$ cat config.mk
export PLATFORM = sky130hd
export DESIGN_NAME = keyscan_buf
export DESIGN_NICKNAME = d
export VERILOG_FILES = /design/src/rtl/keyscan_buf.sv
export SDC_FILE = /design/constraint.sdc
export NUM_CORES = 1
export LEC_CHECK = 0
export ABC_AREA = 1
export ABC_CLOCK_PERIOD_IN_PS = 4400
export CORE_MARGIN = 2
export CORE_UTILIZATION = 50
export CTS_CLUSTER_SIZE = 24
export DETAILED_ROUTE_END_ITERATION = 7
export GPL_TIMING_DRIVEN = 0
export PLACE_DENSITY = 0.71
export SLEW_MARGIN = 40
export SYNTH_ARGS = -nofsm -noshare
export SYNTH_HDL_FRONTEND = slang
export SYNTH_SLANG_ARGS = --single-unit
export TNS_END_PERCENT = 5
$ cat constraint.sdc
create_clock -name clock -period 4.4 [get_ports clock]
set_input_delay 0.88 -clock clock [delete_from_list [all_inputs] [get_ports clock]]
set_output_delay 0.88 -clock clock [all_outputs]
set_load 0.03 [all_outputs]
$ cat src/rtl/keyscan_buf.sv
// Debounced key scanner with priority encoder and a small FIFO of press codes.
// Define KEYSCAN_BUF_REPEAT_EN to add auto-repeat events while a key stays held.
module keyscan_buf #(
    parameter int NKEYS         = 16,
    parameter int DB_CYCLES     = 4,
    parameter int DEPTH         = 4,
    parameter int REPEAT_CYCLES = 8,
    localparam int VW           = $clog2(NKEYS),
    localparam int CW           = $clog2(DEPTH + 1)
) (
    input  logic             clock,
    input  logic             reset,
    input  logic [NKEYS-1:0] keys,
    output logic             key_in,
    output logic [VW-1:0]    key_val,
    output logic             code_valid,
    input  logic             code_ready,
    output logic [VW-1:0]    code,
    output logic [CW-1:0]    count,
    output logic             overflow
);

    localparam int DBW = (DB_CYCLES > 1) ? $clog2(DB_CYCLES) : 1;
    localparam int PW  = $clog2(DEPTH);

    logic [NKEYS-1:0] sync1_r;
    logic [NKEYS-1:0] sync2_r;
    logic [NKEYS-1:0] stable_r;
    logic [NKEYS-1:0] stable_prev_r;
    logic [DBW-1:0]   db_cnt_r;
    logic [VW-1:0]    mem_r [DEPTH];
    logic [PW-1:0]    wr_ptr_r;
    logic [PW-1:0]    rd_ptr_r;
    logic [CW-1:0]    count_r;
    logic             overflow_r;

    logic [VW-1:0]    key_val_s;
    logic             press_s;
    logic             event_s;
    logic             full_s;
    logic             push_s;
    logic             pop_s;

    // Two-flop synchronizer for the asynchronous key levels.
    always_ff @(posedge clock) begin
        if (reset) begin
            sync1_r <= '0;
            sync2_r <= '0;
        end else begin
            sync1_r <= keys;
            sync2_r <= sync1_r;
        end
    end

    // Debounce: commit sync2 to stable once it has differed for DB_CYCLES cycles;
    // a value about to change in sync2 restarts the window.
    always_ff @(posedge clock) begin
        if (reset) begin
            stable_r      <= '0;
            stable_prev_r <= '0;
            db_cnt_r      <= '0;
        end else begin
            stable_prev_r <= stable_r;
            if (sync2_r != stable_r) begin
                if (db_cnt_r == DBW'(DB_CYCLES - 1)) begin
                    stable_r <= sync2_r;
                    db_cnt_r <= '0;
                end else if (sync1_r != sync2_r) begin
                    db_cnt_r <= '0;
                end else begin
                    db_cnt_r <= db_cnt_r + 1'b1;
                end
            end else begin
                db_cnt_r <= '0;
            end
        end
    end

    // Priority encoder: the highest set index wins and maps to code NKEYS-1-i.
    always_comb begin
        key_val_s = '0;
        for (int i = 0; i < NKEYS; i++) begin
            key_val_s = stable_r[i] ? VW'(NKEYS - 1 - i) : key_val_s;
        end
    end

    assign press_s = (stable_prev_r == '0) && (stable_r != '0);

`ifdef KEYSCAN_BUF_REPEAT_EN
    localparam int RW = $clog2(REPEAT_CYCLES);

    logic [RW-1:0] rep_cnt_r;
    logic          rep_s;

    assign rep_s = (stable_r != '0) && (stable_r == stable_prev_r) &&
                   (rep_cnt_r == RW'(REPEAT_CYCLES - 1));

    // Repeat timer: cleared on any stable change and after each repeat, saturates when idle.
    always_ff @(posedge clock) begin
        if (reset) begin
            rep_cnt_r <= '0;
        end else if ((stable_r != stable_prev_r) || rep_s) begin
            rep_cnt_r <= '0;
        end else if (rep_cnt_r != RW'(REPEAT_CYCLES - 1)) begin
            rep_cnt_r <= rep_cnt_r + 1'b1;
        end else begin
            rep_cnt_r <= rep_cnt_r;
        end
    end

    assign event_s = press_s | rep_s;
`else
    assign event_s = press_s;
`endif

    assign full_s = (count_r == CW'(DEPTH));
    assign pop_s  = (count_r != '0) && code_ready;
    assign push_s = event_s && (!full_s || pop_s);

    // Code FIFO; pointers wrap naturally because DEPTH is a power of two.
    always_ff @(posedge clock) begin
        if (reset) begin
            wr_ptr_r   <= '0;
            rd_ptr_r   <= '0;
            count_r    <= '0;
            overflow_r <= 1'b0;
            for (int i = 0; i < DEPTH; i++) begin
                mem_r[i] <= '0;
            end
        end else begin
            if (push_s) begin
                mem_r[wr_ptr_r] <= key_val_s;
                wr_ptr_r        <= wr_ptr_r + 1'b1;
            end
            if (pop_s) begin
                rd_ptr_r <= rd_ptr_r + 1'b1;
            end
            if (push_s && !pop_s) begin
                count_r <= count_r + 1'b1;
            end else if (pop_s && !push_s) begin
                count_r <= count_r - 1'b1;
            end
            if (event_s && full_s && !pop_s) begin
                overflow_r <= 1'b1;
            end
        end
    end

    assign key_in     = |stable_r;
    assign key_val    = key_val_s;
    assign code_valid = (count_r != '0);
    assign code       = mem_r[rd_ptr_r];
    assign count      = count_r;
    assign overflow   = overflow_r;

endmodule

# Word level (Yosys, flattened, before mapping)
# Memories as Yosys holds them, arrays and structs flattened. A register that Yosys moved wholly into a read port is not among the register bits.
# Cells that the tools add are included.
dict set report totals {
  ff_bits 74
  mem_bits_rw 16
  inputBits 19
  out_inout_bits 14
  n_memories 1
}
dict set report op_classes {
  n_addsub 5
  eq_ne 4
  mux 28
  bitwise 1
  n_reduce_logical 19
}
# memory words width rd rd_ports_with_merged_regs write_ports line
set memory_table {}
lappend memory_table {mem_r 4 4 1 1 4 31} ;# logic [VW-1:0] mem_r [DEPTH];
# op count
set ops {}
lappend ops {{two-way mux 4 bit} 17}
lappend ops {{inequality test 16 bit} 2}
lappend ops {{zero test 16 bit} 1}
lappend ops {{nonzero test 16 bit} 1}
lappend ops {{OR reduction 16 bit} 1}
lappend ops {{OR reduction 4 bit} 2}
lappend ops {{logical AND 1 bit} 7}
lappend ops {{adder 2 x 1 -> 2 bit (second input constant)} 3}
lappend ops {{two-way mux 1 bit} 6}
lappend ops {{two-way mux 2 bit} 3}
lappend ops {{two-way mux 3 bit} 2}
lappend ops {{adder 3 x 1 -> 3 bit (second input constant)} 1}
lappend ops {{== test 3 bit (second input constant)} 1}
lappend ops {{zero test 1 bit} 3}
lappend ops {{nonzero test 3 bit} 1}
lappend ops {{subtractor 3 x 1 -> 3 bit (second input constant)} 1}
lappend ops {{== test 2 bit (second input constant)} 1}
lappend ops {{AND reduction 2 bit} 1}
lappend ops {{nonzero test 2 bit} 1}
lappend ops {{logical OR 1 bit} 1}
lappend ops {{NOT 1 bit} 1}

# Logic depth before layout (Yosys ltp)
# Gate-level depths: netlist (run 1).
dict set report logic_depth {
  depth_word 17
  depth_mapped 17
}

# Worst setup path after synthesis (run 1)
# Ideal clock, no wire load.
dict set report synth_path {
  path_kind {flip-flop to flip-flop}
  start {reg count_r[0], in the netlist count[0]}
  end {reg count_r[2], in the netlist count[2]}
  setup_time_ps 122
  arrival_time_ps 2212
  t_required_ps 4278
  setup_slack_ps 2066
  stages_incl_launch_ff 14
  n_path_buf 0
  path_cell_list {dfxtp_1 -> nor2_1 -> nand2_2 -> nand2_2 -> nand3_1 -> inv_1 -> nor2_4 -> ha_1 -> inv_1 -> fa_1 -> a21oi_1 -> o21ai_0 -> o21ai_0 -> a21oi_1}
}
dict set report synth_via {
  elab_chain_len 7
  word_cells_on_any_way 15
}
# element line
set synth_lines {}
lappend synth_lines {{from (decl)} 34} ;# logic [CW-1:0] count_r;
lappend synth_lines {{from (signal assigned)} 139} ;# count_r <= count_r + 1'b1;
lappend synth_lines {{from (signal assigned)} 141} ;# count_r <= count_r - 1'b1;
lappend synth_lines {{nonzero test 3 bit *} --}
lappend synth_lines {{named net code_valid} 16} ;# output logic code_valid,
lappend synth_lines {{logical AND 1 bit *} 117} ;# assign pop_s = (count_r != '0) && code_ready;
lappend synth_lines {{logical OR 1 bit *} 118} ;# assign push_s = event_s && (!full_s || pop_s);
lappend synth_lines {{logical AND 1 bit *} 118}
lappend synth_lines {{named net push_s} 41} ;# logic push_s;
lappend synth_lines {{zero test 1 bit} 140} ;# end else if (pop_s && !push_s) begin
lappend synth_lines {{logical AND 1 bit} 140}
lappend synth_lines {{nonzero test 2 bit (no source line)} --}
# The timed path passes the listed nets; every way through them passes the cells marked *. The select of a mux whose other input is x is not followed.
# A chain may end at the register's enable or synchronous reset.

# Final worst setup path (run 1)
dict set report layout_path {
  start {reg stable_r[1]}
  end {out key_val[0]}
}
dict set report layout_via {
  elab_chain_len 15
}
# element line
set layout_lines {}
lappend layout_lines {{from (decl)} 28} ;# logic [NKEYS-1:0] stable_r;
lappend layout_lines {{from (signal assigned)} 66} ;# stable_r <= sync2_r;
lappend layout_lines {{two-way mux 4 bit (15 in a row)} 83} ;# key_val_s = stable_r[i] ? VW'(NKEYS - 1 - i) : key_val_s;
lappend layout_lines {{to (decl)} 15} ;# output logic [VW-1:0] key_val,
# Every way passes these cells.

==> results.json, run 1 <==
{
  "status": "completed",
  "clkPwrFrac_pct": 30.2,
  "htree_levels": 3,
  "seqPwrFrac_pct": 50.6,
  "cts_hold_buffers": 0,
  "tightest_slew_ns": 0.6532,
  "vias": 2817,
  "numCtsBuffers": 9,
  "slowest_stage": "clkdlybuf4s50_1",
  "postRouteAntennaNets": 0,
  "ys_ff_latch": 92,
  "drv_cap": 0,
  "synthCells": 437,
  "power.internal_uw": 1322,
  "grt_pass1_vias": 2762,
  "setup_ws_ns": 1.134,
  "clk_pin_slew_ns": 0.08,
  "grt_use_total_pct": 18.25,
  "tns_ns": 0,
  "synth_warnings": 0,
  "port_buffers": 31,
  "wl_per_cell_um": 11.86,
  "cts_resized": 0,
  "period_minus_slack_ns": 3.266,
  "final_max_slew_viol_count": 0,
  "drt-total-wl_um": 6913,
  "hp-class": "reg2reg",
  "cts.path.max_buffers": 2,
  "area_growth_pct": 16.81,
  "dp_slack_ns": 1.442,
  "ios": 33,
  "core-area_um2": 7253,
  "fin_worst_skew_ns": 0.01137,
  "slew_headroom_pct": 56.19,
  "max_stage_delay_ns": 0.66,
  "yosysUniqueCellTypes": 38,
  "final-hold-violation-count": 0,
  "gp_congestion": 0.8463,
  "die-area_um2": 8211,
  "worst-path-buf-inv": 3,
  "p_leak_uw": 0.001823,
  "setup_violations": 0,
  "postCtsSetupRepairBufs": 0,
  "r2r_slack_ns": 2.17,
  "vdd_ir_drop_max_mv": 0.2390,
  "rsz0062_at_grt": "false",
  "post-dp-hpwl_um": 5394,
  "initial_core_util_pct": 51.72,
  "utilization_pct": 60.41,
  "drt_first_pass_iters": 4,
  "syn_area_um2": 3751,
  "worstPathArrival_ns": 2.39,
  "grt.overflow.total": 0,
  "power_switching_uw": 517.3,
  "detail_route.vias_per_cell": 4.832,
  "yosysSeqAreaShare_pct": 53.37,
  "grt_first_pass_wirelength_um": 11960,
  "synthArstFlopShare_pct": 0,
  "clk_latency_ns": 0.35,
  "cts_tree": "built",
  "synth.net_count": 459,
  "critPathKind": "reg2out",
  "cts.sinks": 92,
  "nets": 501,
  "drt_iter0_markers": 177,
  "drc_errors": 0,
  "worstPathCellList": "inv_1 > nand2_1 > nand2_1 > nand2_1 > nand2_1 > nand2_1 > nand2_1 > nand2_1 > nand2_1 > nand2_1 > nand2_1 > nand2_1 > nand2_1 > nand2_1 > nand2_1 > nand2_1 > inv_1 > clkdlybuf4s50_1",
  "drive_gt1_share_pct": 11.78,
  "fmax_mhz": 306.2,
  "crit_family": "simple AND/OR/NAND/NOR gates",
  "avgSynthCellArea_um2": 8.584,
  "synth-edff-count": 16,
  "cts_root_buffer": "clkbuf_8",
  "power_density_nw_per_um2": 419.7,
  "finalPower_uw": 1839,
  "p_sw_share_pct": 28.13,
  "startpoint_type": "flop",
  "grt_max_degree": 15,
  "cp-end-kind": "primary output",
  "die_w_um": 90.62,
  "cp_max_fo": 5,
  "p_comb_share_pct": 19.2,
  "diodes": 0,
  "rows": 31,
  "fin_crit_sh_pct": 74.23,
  "cp_data_required_time_ns": 3.52,
  "antenna_found_initial": 0,
  "crit_top_cell": "nand2_1",
  "synthFlopType": "dfxtp_1",
  "die_h_um": 90.62
}
layout make-up:
type / instances / area, um^2
clock inverters: 3 / 46.29
inverters: 74 / 282.8
fillers: 645 / 2872
multi-input cells: 259 / 1400
plain buffers: 12 / 66.31
well taps: 99 / 123.9
clock buffers: 13 / 150.1
repair buffers: 31 / 310.3
flip-flops and latches: 92 / 2002
sequential cells by signal, summed over array words and instances, names as in the netlist, named ones only:
signal and cells:
wr_ptr_r 2, sync1_r 16, overflow 1, rd_ptr_r 2
count 3, stable_r 16, mem_r 16, stable_prev_r 16
sync2_r 16, db_cnt_r 2
through the flow:
step	hold slack, ns	cell area, um^2	instances
2_1_floorplan	0.3983	3751	437
3_3_place_gp	0.4085	4185	567
3_5_place_dp	0.4200	4185	567
4_1_cts	0.4308	4382	583
5_1_grt	0.4538	4382	583
6_report	0.4233	4382	583
cells in the mapped netlist, types with 3 or more instances:
| library cell | instances | area [um^2] |
|---|---|---|
| a21oi_1 | 12 | 60.06 |
| a21oi_2 | 11 | 96.34 |
| a221oi_1 | 3 | 26.28 |
| clkbuf_1 | 6 | 22.52 |
| dfxtp_1 | 76 | 1521 |
| edfxtp_1 | 16 | 480.5 |
| inv_1 | 67 | 251.5 |
| inv_2 | 5 | 18.77 |
| nand2_1 | 38 | 142.6 |
| nand2_2 | 5 | 31.28 |
| nand3_1 | 9 | 45.04 |
| nand4_1 | 8 | 50.05 |
| nor2_1 | 90 | 337.8 |
| nor2_2 | 6 | 37.54 |
| o21ai_0 | 16 | 80.08 |
| o21ai_1 | 14 | 70.07 |
| o22ai_1 | 9 | 56.30 |
| xnor2_1 | 12 | 105.1 |
| xor2_1 | 4 | 35.03 |
metal layers:
metal / up-vias / share of wire [%] / global-route usage [%]
li1: 1469 / - / -
met1: 1276 / 46 / 22.00
met2: 55 / 47 / 30.78
met3: 17 / 4.4 / 4.508
met4: 0 / 2.2 / 8.205
met5: - / 0 / 0
power by group through the flow:
stage / clock (uW) / sequential, uW / combinational, uW
floorplan: 0 / 968 / 208
detailed placement: 0 / 952 / 355
CTS: 566 / 932 / 356
global route: 601 / 938 / 388
global placement: 0 / 949 / 348
finish: 556 / 931 / 352
cell usage in the layout (no fill, tap or decap), types with 2 or more instances in the layout:
| master | count |
|---|---|
| a21oi_2 | 11 |
| nand3_2 | 2 |
| a21oi_1 | 12 |
| a221oi_1 | 3 |
| o21ai_1 | 14 |
| inv_2 | 5 |
| o21ai_0 | 16 |
| xor2_1 | 4 |
| nand2_2 | 5 |
| buf_6 | 2 |
| nor2_8 | 2 |
| nor2_1 | 90 |
| nand3_1 | 9 |
| inv_1 | 67 |
| xnor2_1 | 12 |
| edfxtp_1 | 16 |
| buf_2 | 2 |
| dfxtp_1 | 76 |
| nand4_1 | 8 |
| nand2_1 | 38 |
| ha_1 | 2 |
| nor2_2 | 6 |
| nand2_4 | 2 |
| a211oi_1 | 2 |
| o22ai_1 | 9 |
| clkbuf_8 | 10 |
| inv_4 | 2 |
| clkdlybuf4s50_1 | 31 |
| clkbuf_1 | 8 |
| nor4_1 | 2 |
| nor3_1 | 2 |
| o211ai_1 | 2 |
final timing paths:
check	depth (start not counted)	endpoint	startpoint
worst max register to register	11	mem_r[3][1]$_DFFE_PP_	stable_r[13]$_SDFFE_PP0P_
worst max-delay path	18	key_val[0]	stable_r[1]$_SDFFE_PP0P_
worst min-delay path	1	db_cnt_r[0]$_SDFF_PP0_	db_cnt_r[0]$_SDFF_PP0_
worst min register to register	1	db_cnt_r[0]$_SDFF_PP0_	db_cnt_r[0]$_SDFF_PP0_
cell families after synthesis:
logic type,after synthesis,share of synthesized area (%)
and+or+nand+nor,169,20.78
DFF,92,53.37
xor gates and xnor gates,16,3.736
AOI/OAI and AO/OA,71,11.61
adders and majority gates,3,1.201
buffers and inverters,86,9.306
No activity file was read; power rests on OpenSTA's default activity.
==> run 2, diff against run 1 <==
- ABC_CLOCK_PERIOD_IN_PS: 4400 -> 3400
- clock period: 4.4 -> 3.4 ns (I/O delays scaled with it)
==> results of run 2 <==
The final DEF is identical to that of run 1. Status: completed.
Main changes from that run: setup slack after placement 1.442 ns -> 0.6424 ns; setup slack after layout 1.134 ns -> 0.3340 ns; register-to-register setup slack 2.17 ns -> 1.17 ns; total power 1839 uW -> 2380 uW; worst IR drop on VDD 0.2390 mV -> 0.3093 mV
